<file path="src/rtl/shift_unit.sv">
// Multi-cycle shifter/rotator (LSR, ASR, LSL, ROR) with valid/ready handshakes.
// Define SHIFT_UNIT_BARREL_EN to compute the whole shift in one step at accept time.
module shift_unit #(
  parameter int WIDTH   = 8,
  parameter int SHAMT_W = $clog2(WIDTH)
) (
  input  logic               clk,
  input  logic               rst_n,
  input  logic               in_valid,
  output logic               in_ready,
  input  logic [WIDTH-1:0]   in_data,
  input  logic [SHAMT_W-1:0] in_shamt,
  input  logic [1:0]         in_mode,
  output logic               out_valid,
  input  logic               out_ready,
  output logic [WIDTH-1:0]   out_data,
  output logic               out_carry
);

  typedef enum logic [1:0] {IDLE, SHIFT, DONE} state_t;

  state_t           state, state_nxt;
  logic [WIDTH-1:0] data_reg;
  logic             carry_reg;
  logic             accept;

  // One position of shift per mode; result is {carry_out, data}.
  function automatic logic [WIDTH:0] shift_step(input logic [WIDTH-1:0] d,
                                                input logic [1:0]       m);
    logic [WIDTH:0] r;
    case (m)
      2'b00:   r = {d[0], 1'b0, d[WIDTH-1:1]};
      2'b01:   r = {d[0], d[WIDTH-1], d[WIDTH-1:1]};
      2'b10:   r = {d[WIDTH-1], d[WIDTH-2:0], 1'b0};
      default: r = {d[0], d[0], d[WIDTH-1:1]};
    endcase
    return r;
  endfunction

`ifdef SHIFT_UNIT_BARREL_EN
  // Unrolled chain of single steps so the carry matches the iterative path exactly.
  function automatic logic [WIDTH:0] barrel_shift(input logic [WIDTH-1:0]   d,
                                                  input logic [SHAMT_W-1:0] k,
                                                  input logic [1:0]         m);
    logic [WIDTH:0] r;
    r = {1'b0, d};
    for (int i = 0; i < WIDTH; i++) begin
      if (i < int'(k)) r = shift_step(r[WIDTH-1:0], m);
    end
    return r;
  endfunction
`else
  logic [SHAMT_W-1:0] cnt_reg;
  logic [1:0]         mode_reg;
`endif

  assign accept    = in_valid && (state == IDLE);
  assign in_ready  = (state == IDLE);
  assign out_valid = (state == DONE);
  assign out_data  = data_reg;
  assign out_carry = carry_reg;

  always_ff @(posedge clk or negedge rst_n) begin
    if (!rst_n) state <= IDLE;
    else        state <= state_nxt;
  end

  always_comb begin
    state_nxt = state;
    case (state)
      IDLE: begin
        if (in_valid) begin
`ifdef SHIFT_UNIT_BARREL_EN
          state_nxt = DONE;
`else
          state_nxt = (in_shamt == '0) ? DONE : SHIFT;
`endif
        end
      end
      SHIFT: begin
`ifdef SHIFT_UNIT_BARREL_EN
        state_nxt = DONE;
`else
        if (cnt_reg == SHAMT_W'(1)) state_nxt = DONE;
`endif
      end
      DONE:    if (out_ready) state_nxt = IDLE;
      default: state_nxt = IDLE;
    endcase
  end

  always_ff @(posedge clk or negedge rst_n) begin
    if (!rst_n) begin
      data_reg  <= '0;
      carry_reg <= 1'b0;
`ifndef SHIFT_UNIT_BARREL_EN
      cnt_reg   <= '0;
      mode_reg  <= '0;
`endif
    end else if (accept) begin
`ifdef SHIFT_UNIT_BARREL_EN
      {carry_reg, data_reg} <= barrel_shift(in_data, in_shamt, in_mode);
`else
      data_reg  <= in_data;
      carry_reg <= 1'b0;
      cnt_reg   <= in_shamt;
      mode_reg  <= in_mode;
`endif
    end
`ifndef SHIFT_UNIT_BARREL_EN
    else if (state == SHIFT) begin
      {carry_reg, data_reg} <= shift_step(data_reg, mode_reg);
      cnt_reg               <= cnt_reg - SHAMT_W'(1);
    end
`endif
  end

endmodule

</file>
<file path="config.mk">
export PLATFORM = sky130hd
export DESIGN_NAME = shift_unit
export DESIGN_NICKNAME = d
export VERILOG_FILES = /design/src/rtl/shift_unit.sv
export SDC_FILE = /design/constraint.sdc
export NUM_CORES = 1
export LEC_CHECK = 0
export ABC_AREA = 1
export CAP_MARGIN = 20
export CORE_ASPECT_RATIO = 1.1
export CORE_MARGIN = 4
export CORE_UTILIZATION = 41
export CTS_BUF_LIST = sky130_fd_sc_hd__clkbuf_4 sky130_fd_sc_hd__clkbuf_8 sky130_fd_sc_hd__clkbuf_16
export DETAILED_ROUTE_END_ITERATION = 6
export GPL_TIMING_DRIVEN = 0
export PLACE_DENSITY = 0.71
export SLEW_MARGIN = 0
export SYNTH_ARGS = -nofsm -noshare
export SYNTH_HDL_FRONTEND = slang
export SYNTH_SLANG_ARGS = --single-unit
</file>
<file path="constraint.sdc">
create_clock -name clk -period 1.7 [get_ports clk]
set_clock_uncertainty 0.15 [all_clocks]
set_input_delay 0.34 -clock clk [delete_from_list [all_inputs] [get_ports clk]]
set_output_delay 0.34 -clock clk [all_outputs]
set_load 0.01 [all_outputs]
</file>
* After elaboration in Yosys (flattened, before gate mapping)
Cells that the tools add are included.
** Cells by class
- Mux-type cells :: 12
- Reductions and logical operators :: 7
- Equal/unequal tests :: 9
- Add/sub/neg operators :: 1
** Operator list (number)
- $pmux 9 s3 :: 1
- $mux 8 :: 2
- $mux 2 :: 4
- $mux 3 :: 2
- $ne 2x2->1 const B :: 3
- $pmux 2 s3 :: 1
- $eq 2x1->1 const B :: 2
- $eq 2x2->1 const B :: 2
- $logic_not 2->1 :: 2
- $eq 3x1->1 const B :: 1
- $logic_not 3->1 :: 1
- $reduce_and 3->1 :: 1
- $sub 3x1->3 const B :: 1
- $mux 1 :: 2
- $ne 2x1->1 const B :: 1
- $reduce_and 2->1 :: 1
- $reduce_bool 2->1 :: 1
- $logic_and 1x1->1 :: 1
** Storage, ports and cells
- Register bits after elaboration :: 16
- Input port bits :: 17
- Logic and storage cells :: 35
- Output and inout port bits :: 11

* Depth between registers and ports, before layout
- Depth in word-level cells :: 4
- Gate-level depth with buffers :: 7

* Worst setup path before layout
Ideal clock, no wire load.
- Path type :: register to register
- Start point :: register state[0]
- End point :: register cnt_reg[2]
- Arrival :: 1.039 ns
- Period minus slack after synthesis :: 1.309 ns
- Stages on the path, launching flop included :: 8
- Required time :: 1.429 ns
- Setup slack :: 0.391 ns
- Path through :: dfrtp_1 -> nor2_4 -> nand2_4 -> nand2_4 -> inv_4 -> buf_6 -> nand2_2 -> nand3_2
** Between the ends
- Word-level cells in the longest chain between the ends :: 3
- Elaborated cells on any way between the ends :: 5
** Ends and longest elaborated chain
- start, declared :: RTL line 22 : state_t state, state_nxt;
- start signal, assigned :: RTL line 65 : else state <= state_nxt;
- $logic_not 2->1 *
- named net in_ready :: RTL line 10 : output logic in_ready,
- $logic_and 1x1->1 * :: RTL line 57 : assign accept = in_valid && (state == IDLE);
- $mux 3 or $reduce_bool 2->1 (tied branches)
- end signal, assigned :: RTL line 106 : cnt_reg <= in_shamt;
- end signal, assigned :: RTL line 113 : cnt_reg <= cnt_reg - SHAMT_W'(1);
- end, declared :: RTL line 53 : logic [SHAMT_W-1:0] cnt_reg;
The timed path passes the listed nets; every way through them passes the cells marked *.
A chain may end at the register's enable or synchronous reset.

* Worst setup path after layout
- Start point :: register data_reg[5], in the netlist out_data[5]
- End point :: output port out_data[5]
** RTL lines
- start, declared :: RTL line 23 : logic [WIDTH-1:0] data_reg;
- start signal, assigned :: RTL line 104 : data_reg <= in_data;
- start signal, assigned :: RTL line 112 : {carry_reg, data_reg} <= shift_step(data_reg, mode_reg);
- end, declared :: RTL line 16 : output logic [WIDTH-1:0] out_data,
No word-level cell between the ends.

==> metrics.txt <==
CTS Buffer Depth 2; #FFs+latches synth 16; vias 1,003; Fill cells 224; crit end category primary output; flop-to-flop setup slack 0.32 ns; Crit. path cell count 1; row count 18; power density over cell area 1756 nW/um2; pin count of the biggest net entering global routing 17; total CTS buffers 3; FF-to-FF path depth 7; RSZ-0062 raised after global routing false; mapped cell area 1012 um2; Worst Path Buf+Inv 1; minimum clock period 1.671 ns; antenna diode count 0; Final #Nets 200; die area 3329 um2; Sink Count 16; Antenna Nets Post-Route 0; final hold vios 0; dpl hpwl 1821 um; largest family of logic cells by synthesized area simple AND/OR/NAND/NOR gates; TNS Setup 0 ns; top post-synthesis cells by area dfrtp_1, nand2_1, nand3_1; drt initial violations 22; worst-path fanout max 2; Critical-path top delay cell clkdlybuf4s50_1; register area share after synthesis 39.56%; crit path launch type register; Worst Hold Class input port to async pin; Worst-path clk slew 0.10 ns; number of global-route vias before repair 1,003; Residual DRC 0; status finished clean; WP data required 1.21 ns; core area 2297 um2; syn_area_per_cell 7.179 um2; Worst-Skew Late Latency 0.29 ns; RD Place Congestion 0.7637; final instance area 1425 um2; per-cell routed wire length 11.84 um; worst-margin pin slew 0.7704 ns; post-synthesis mux area share 0%; I/O Buffers 27; Worst setup startpoint out_data[5]; worst r2r dst cnt_reg[2]; Mapped Nets 160; Lkg Pwr 0.8366 nW; Max stage delay on crit path 0.53 ns; Setup Crit Path Kind register to primary output; max_cap viols 0; TritonCTS clock tree done; initial antenna violation count 0; Peak VDD IR 1.162 mV; layout cells sized above 1 17.78%; final slew viol count 0; cell family with most CP delay buffers and inverters; flip-flop count of the largest register after layout 8; global route overflow 0; Die Wd 55.38 um; Worst Path Arrival 1.18 ns; H-tree depth 1; Pre-antenna DRT Iters 4; top-area cell type share of the netlist area 39.56%; post-synthesis compound-gate area fraction 4.203%; hold buffers post-CTS 0; cells after synthesis 141; Fmax 0.5986 GHz; Root Buffer clkbuf_4; post-place instance area 1320 um2; Synth Warn # 0; initial core utilization 44.06%; XOR/XNOR Fraction of Synth Area 0.8653%; Area growth syn-to-layout 40.79%; Hold WS 0.3404 ns; leading area contributor after synthesis dfrtp_1; num ports 28; period utilization 98.28%; crit path cell chain clkdlybuf4s50_1; adder-cell area share of the yosys netlist 2.472%; crit path capture out_data[5]; Global Route Usage Sum 16.26%; Post-Route WL 2487 um; Core Util, Final 62.04%; Crit Reg-Reg Startpoint state[0]; relative slew slack 48.48%; simple-gate share of the synthesized area 41.66%; synth unique cells 18; Final setup viols 0; Die H 60.12 um; vias per cell 4.776; first-pass GRT wire length 4264 um
worst reg2reg max path: cells and delay by family, from the launching register on:
kind | cells | cell delay, ns
flops | 1 | 0.46
buf+inv | 2 | 0.18
simple gates | 5 | 0.49
cells in the final DEF, fill, tap and decap left out:
master | netlist | final
nand2_1 | 56 | 56
inv_1 | 18 | 18
nand3_1 | 17 | 17
clkdlybuf4s50_1 | 0 | 17
dfrtp_1 | 16 | 15
buf_4 | 0 | 8
o21ai_0 | 6 | 6
dlymetal6s2s_1 | 0 | 6
nor2_1 | 5 | 5
nand2_2 | 5 | 5
buf_6 | 3 | 3
nand3_2 | 3 | 3
clkbuf_4 | 0 | 3
nand2_4 | 2 | 2
inv_4 | 2 | 2
ha_1 | 2 | 2
dlygate4sd2_1 | 0 | 2
nor2_4 | 1 | 1
nor2_2 | 1 | 1
o211ai_1 | 1 | 1
a21oi_1 | 1 | 1
xor2_1 | 1 | 1
or2_2 | 1 | 1
clkbuf_8 | 0 | 1
clkdlybuf4s15_1 | 0 | 1
clkbuf_2 | 0 | 1
dfrtp_2 | 0 | 1
through the flow:
stage | worst slack, ns | total power, mW | instances
final | 0.02931 | 2.503 | 210
after global routing | 0.005623 | 2.738 | 210
after CTS | 0.005160 | 2.524 | 209
after detailed placement | 0.02888 | 2.183 | 198
after global placement | 0.04463 | 2.138 | 198
after floorplan | 0.3907 | 1.681 | 141
synthesized netlist by cell type:
cell type	number
nor2_1	5
buf_6	3
or2_2	1
nand2_2	5
nand3_2	3
xor2_1	1
ha_1	2
o21ai_0	6
nand3_1	17
nor2_2	1
inv_1	18
inv_4	2
nor2_4	1
nand2_1	56
dfrtp_1	16
a21oi_1	1
o211ai_1	1
nand2_4	2
layer usage:
metal	GRT usage [%]	routed length (um)
met4	6.250	25
met5	0	0
met2	31.25	1260
met1	17.65	1101
met3	3.240	99
layout make-up:
type | count | area, um2 | area share (%)
Sequential cell | 16 | 401.6 | 28.18
Multi-Input combinational cell | 102 | 498.0 | 34.94
Inverter | 20 | 80.08 | 5.619
Buffer | 3 | 33.78 | 2.370
Clock buffer | 4 | 36.28 | 2.546
Tap cell | 30 | 37.54 | 2.634
Timing Repair Buffer | 35 | 337.8 | 23.70
worst min path at each step:
stage	slack (ns)	depth (start not counted)	endpoint
detailed placement	0.33	2	cnt_reg[1]
global route	0.38	2	cnt_reg[1]
finish	0.34	1	out_data[1]
CTS	0.35	2	cnt_reg[1]
global placement	0.33	2	cnt_reg[1]
floorplan	-0.11	0	cnt_reg[0]
power by group:
group / internal, mW / switching [mW] / leakage (nW)
Sequential: 0.568 / 0.144 / 0.198
Combinational: 0.689 / 0.839 / 0.617
Clock: 0.130 / 0.132 / 0.0210
what timing repair did:
action	CTS	global route
buffers inserted	7	1
endpoints found under the hold margin	0	0
setup endpoints to repair	10	8
pin swaps	0	0
resized for setup	5	9
kinds of logic after synthesis:
group | Yosys count
compound gates | 8
buf+inv | 23
simple gates | 91
fa+ha+maj | 2
flops | 16
xor+xnor | 1
Note: power is estimated with default switching activity, not from simulation.
